### config.mk
export PLATFORM = sky130hd
export DESIGN_NAME = pipeline_hazard_ctrl
export DESIGN_NICKNAME = d
export VERILOG_FILES = /design/src/rtl/pipeline_hazard_ctrl.sv
export SDC_FILE = /design/constraint.sdc
export NUM_CORES = 1
export LEC_CHECK = 0
export BUFFER_PORTS_ARGS = -buffer_cell sky130_fd_sc_hd__buf_2
export CORE_MARGIN = 5
export CORE_UTILIZATION = 35
export DETAILED_ROUTE_END_ITERATION = 10
export HOLD_SLACK_MARGIN = 0.06
export PLACE_DENSITY = 0.88
export SLEW_MARGIN = 20
export SYNTH_ARGS = -nofsm -noshare
export SYNTH_HDL_FRONTEND = slang
export SYNTH_SLANG_ARGS = --single-unit
### constraint.sdc
create_clock -name clk -period 1.5 [get_ports clk]
set_input_delay 0 -clock clk [delete_from_list [all_inputs] [get_ports clk]]
set_output_delay 0 -clock clk [all_outputs]
set_load 0.02 [all_outputs]
### src/rtl/pipeline_hazard_ctrl.sv
// pipeline_hazard_ctrl
//   Hazard control for a 5-stage in-order pipeline. It picks the stall and
//   flush controls for PC and for the IF/ID, ID/EX, EX/MEM and MEM/WB
//   registers. The sources it arbitrates are:
//     - a data-side wait
//     - an EX-stage redirect
//     - a load-use dependency
//     - an instruction-fetch wait
//   After a redirect taken while a fetch is still outstanding, the FSM enters
//   REDIR_WAIT. In that state the wrong-path fetch is discarded when it
//   completes.
//
//   Optional feature: define PIPE_HAZARD_PERF_EN to build three 32-bit
//   wrapping performance counters. When it is undefined, cnt_* are tied to 0.
//
// Ports
//   clk, reset                 clock, synchronous active-high reset
//   i_busy, d_busy             fetch / data access not complete this cycle
//   ex_is_load, ex_rd          EX instruction is a load, and its rd
//   id_rs1/2, id_use1/2        ID source registers and their read-enables
//   ex_redirect                taken branch/jump resolved in EX
//   stall_*                    hold PC or the named pipeline register
//   flush_*                    load a bubble; takes precedence over stall
//   redir_pend                 FSM is in REDIR_WAIT
//   cnt_dstall/luse/redir      performance counters
module pipeline_hazard_ctrl (
  input  logic        clk,
  input  logic        reset,
  input  logic        i_busy,
  input  logic        d_busy,
  input  logic        ex_is_load,
  input  logic [4:0]  ex_rd,
  input  logic [4:0]  id_rs1,
  input  logic [4:0]  id_rs2,
  input  logic        id_use1,
  input  logic        id_use2,
  input  logic        ex_redirect,
  output logic        stall_pc,
  output logic        stall_ifid,
  output logic        stall_idex,
  output logic        stall_exmem,
  output logic        stall_memwb,
  output logic        flush_ifid,
  output logic        flush_idex,
  output logic        flush_exmem,
  output logic        redir_pend,
  output logic [31:0] cnt_dstall,
  output logic [31:0] cnt_luse,
  output logic [31:0] cnt_redir
);

  typedef enum logic {RUN, REDIR_WAIT} state_t;

  state_t r_state;
  state_t w_next;
  logic   w_luse;
  logic   w_redir_act;

  assign w_luse = ex_is_load && (ex_rd != 5'd0) &&
                  ((id_use1 && (id_rs1 == ex_rd)) || (id_use2 && (id_rs2 == ex_rd)));

  // A redirect is honoured only when MEM is not holding EX.
  assign w_redir_act = ex_redirect && !d_busy;

  always_ff @(posedge clk) begin
    r_state <= w_next;
  end

  always_comb begin
    stall_pc    = 1'b0;
    stall_ifid  = 1'b0;
    stall_idex  = 1'b0;
    stall_exmem = 1'b0;
    stall_memwb = 1'b0;
    flush_ifid  = 1'b0;
    flush_idex  = 1'b0;
    flush_exmem = 1'b0;
    w_next      = r_state;
    if (reset) begin
      flush_ifid  = 1'b1;
      flush_idex  = 1'b1;
      flush_exmem = 1'b1;
      w_next      = RUN;
    end else begin
      if (d_busy) begin
        stall_pc    = 1'b1;
        stall_ifid  = 1'b1;
        stall_idex  = 1'b1;
        stall_exmem = 1'b1;
        stall_memwb = 1'b1;
      end else if (ex_redirect) begin
        flush_ifid = 1'b1;
        flush_idex = 1'b1;
        if (r_state == RUN && i_busy) w_next = REDIR_WAIT;
      end else if (w_luse) begin
        stall_pc   = 1'b1;
        stall_ifid = 1'b1;
        flush_idex = 1'b1;
      end else if (i_busy && r_state == RUN) begin
        stall_pc   = 1'b1;
        flush_ifid = 1'b1;
      end
      // The wrong-path fetch is still in flight. Keep PC and drop whatever
      // IF delivers, even while MEM is stalling the rest of the pipe.
      // A fresh redirect restarts the wait.
      if (r_state == REDIR_WAIT) begin
        stall_pc   = 1'b1;
        flush_ifid = 1'b1;
        if (!w_redir_act && !i_busy) w_next = RUN;
      end
    end
  end

  assign redir_pend = !reset && (r_state == REDIR_WAIT);

`ifdef PIPE_HAZARD_PERF_EN
  logic [31:0] r_cnt_dstall;
  logic [31:0] r_cnt_luse;
  logic [31:0] r_cnt_redir;

  always_ff @(posedge clk) begin
    if (reset) begin
      r_cnt_dstall <= 32'd0;
      r_cnt_luse   <= 32'd0;
      r_cnt_redir  <= 32'd0;
    end else begin
      if (d_busy)                                r_cnt_dstall <= r_cnt_dstall + 32'd1;
      if (!d_busy && !ex_redirect && w_luse)     r_cnt_luse   <= r_cnt_luse + 32'd1;
      if (w_redir_act)                           r_cnt_redir  <= r_cnt_redir + 32'd1;
    end
  end

  assign cnt_dstall = r_cnt_dstall;
  assign cnt_luse   = r_cnt_luse;
  assign cnt_redir  = r_cnt_redir;
`else
  assign cnt_dstall = 32'd0;
  assign cnt_luse   = 32'd0;
  assign cnt_redir  = 32'd0;
`endif

endmodule

==> flow_summary.ini <==
[placed_design]
hpwl_um = 1650
gp_congestion = 0.696
port-buffer-count = 31
preCtsSetupSlack_ps = 84.3

[timing]
rsz0062_at_grt = no
maxSlewViolCount = 0
setup-tns-final_ps = 0
hold_viol_final = 0
fin_skew_ps = 0
min_period_ps = 1340
max_freq_mhz = 748
fin_crit_sh = 0.891
setup_slack_ps = 164
setup_viol = 0

[cts]
cts-resized-gates = 0
cts_hold_buf = 0
clk_latency_ps = 0
clkTransAtPathRegs_ps = 0
cts_setup_buffers = 0

[floorplanning]
fp-row-count = 19
coreArea_um2 = 2760
die_height_um = 63.8
die_x_um = 63.8
dieArea_um2 = 4080
ioPinCount = 128
start_util = 0.368

[setup_path]
cp_data_required_time_ps = 1500
critPathArrivalTime_ps = 1340
cp_top_family = simple AND/OR/NAND/NOR gates
cpMaxStageDelayCell = or4_1
critPathBufInv = 2
cp-end-kind = output pin
worstSetupPathType = input port to output pin
worst-path-max-fanout = 4
max_stage_delay_ps = 540
cp-start-kind = input port
path_cells = buf_2 -> or4_1 -> o21ai_2 -> nand2b_1 -> o21a_1 -> buf_2
crit_top_cell = buf_2

[logic_synthesis]
synth-main-ff-cell = dfxtp_1
synth_seq_cells = 1
synth_fa_ha_area_frac = 0
synth.most_common_cell = buf_4
yosys.area_share.simple = 0.0777
seq_area_frac_synth = 0.0197
syn_avg_cell_area_um2 = 7.35
yosys-top-cells-area = buf_4 73%, xor2_1 6.9%, dfxtp_1 2.0%
synth_edf_count = 0
netlist_area_um2 = 1010
syn_inst = 138
synth_compound_area_frac = 0.0691
synth_top_family_by_area = buffers and inverters
synthMuxAreaShare = 0
ys_top_cells_by_count = 99 x buf_4, 8 x xor2_1, 4 x nor2_1
yosysTopAreaCell = buf_4
synthArstFlopShare = 0
synth-xor-area-share = 0.0863
yosysWarnings = 0
synth_cell_types = 23
yosysTopAreaCellShare = 0.732

[layout]
largest-register = r_state
area_delta_synth_final_pct = -16.9
final_nets = 189
top_regs = r_state (1)
insertedDiodeCount = 0
multi_input_area_um2 = 619
largest_reg_flops = 1
drive_gt1_frac = 0.220
post-route-util = 0.306
seq_area_um2 = 20.0
fillers = 306

[global_routing]
grt_max_degree = 10
grt_overflow_total = 0
grt_util_all_layers = 0.0537
antenna_found_initial = 0
grt_pass1_wl_um = 1930
grt_pass1_vias = 475

[power_and_ir_drop]
power.leakage_nw = 0.547
max-vdd-ir-drop_mv = 0.219
power.density_nw_per_um2 = 449

[routing]
routedWlPerCell_um = 8.65
num_vias = 634
drt_iter0_markers = 15
postRouteAntennaNets = 0
drt-total-wl_um = 1690
drc_errors = 0
drtPass1Iterations = 4
via_per_inst = 3.25

[worst_hold_path]
hold_class = input port to register

[outcome]
status = complete, no violations

[flow_run]
maxCapViolCount = 0
-- final timing paths --
kind / from / endpoint / slack [ps] / depth (start not counted)
hold / removal: reset / r_state / 290 / 2
setup reg to reg: r_state / r_state / 860 / 2
setup / recovery: ex_rd[1] / flush_ifid / 160 / 6
hold reg to reg: r_state / r_state / 510 / 2
-- power breakdown --
part / switching, W / total (W) / internal (W)
clock network: 0 / 0 / 0
logic: 0.000291 / 0.000349 / 0.0000586
registers: 0.00000105 / 0.0000293 / 0.0000283
total: 0.000292 / 0.000379 / 0.0000869
-- through the flow --
step	cell area [um2]	instances	power, W	hold slack [ps]
2_1_floorplan	1370	233	0.000502	113
3_3_place_gp	818	195	0.000362	263
3_5_place_dp	818	195	0.000364	276
4_1_cts	818	195	0.000364	269
5_1_grt	843	195	0.000404	314
6_report	843	195	0.000379	289
-- metal layers --
layer	GRT usage	routed length, um
met1	0.0563	406
met2	0.113	869
met3	0.0105	412
met4	0	0
met5	0	0
-- kinds of logic after synthesis --
kind of cell | after synthesis
and+or+nand+nor | 14
DFF | 1
buffers and inverters | 102
other | 1
AOI/OAI and AO/OA | 10
xor gates and xnor gates | 10
-- final cells by class --
class                           instances  share of cell area
Multi-Input combinational cell        130               0.734
Timing Repair Buffer                   31               0.187
Tap cell                               31              0.0460
Sequential cell                         1              0.0237
Inverter                                2             0.00890
-- placed cells by master (no fill, tap or decap) --
master | netlist | final
nor4_2 | 1 | 1
dfxtp_1 | 1 | 1
a21oi_1 | 2 | 2
and2_0 | 1 | 1
xnor2_1 | 2 | 2
o21a_1 | 1 | 1
inv_1 | 2 | 2
o21ai_2 | 1 | 1
o31ai_1 | 1 | 1
o41ai_2 | 0 | 2
conb_1 | 1 | 96
nor3_1 | 1 | 1
nand2_1 | 2 | 2
xor2_1 | 8 | 8
a32oi_2 | 0 | 1
buf_2 | 0 | 30
nor2b_1 | 2 | 2
buf_4 | 99 | 1
or4_1 | 1 | 1
nand2b_1 | 1 | 1
nor2_1 | 4 | 4
o21ai_0 | 2 | 2
nor4_1 | 1 | 1
Power figures use the tool's default switching activity.
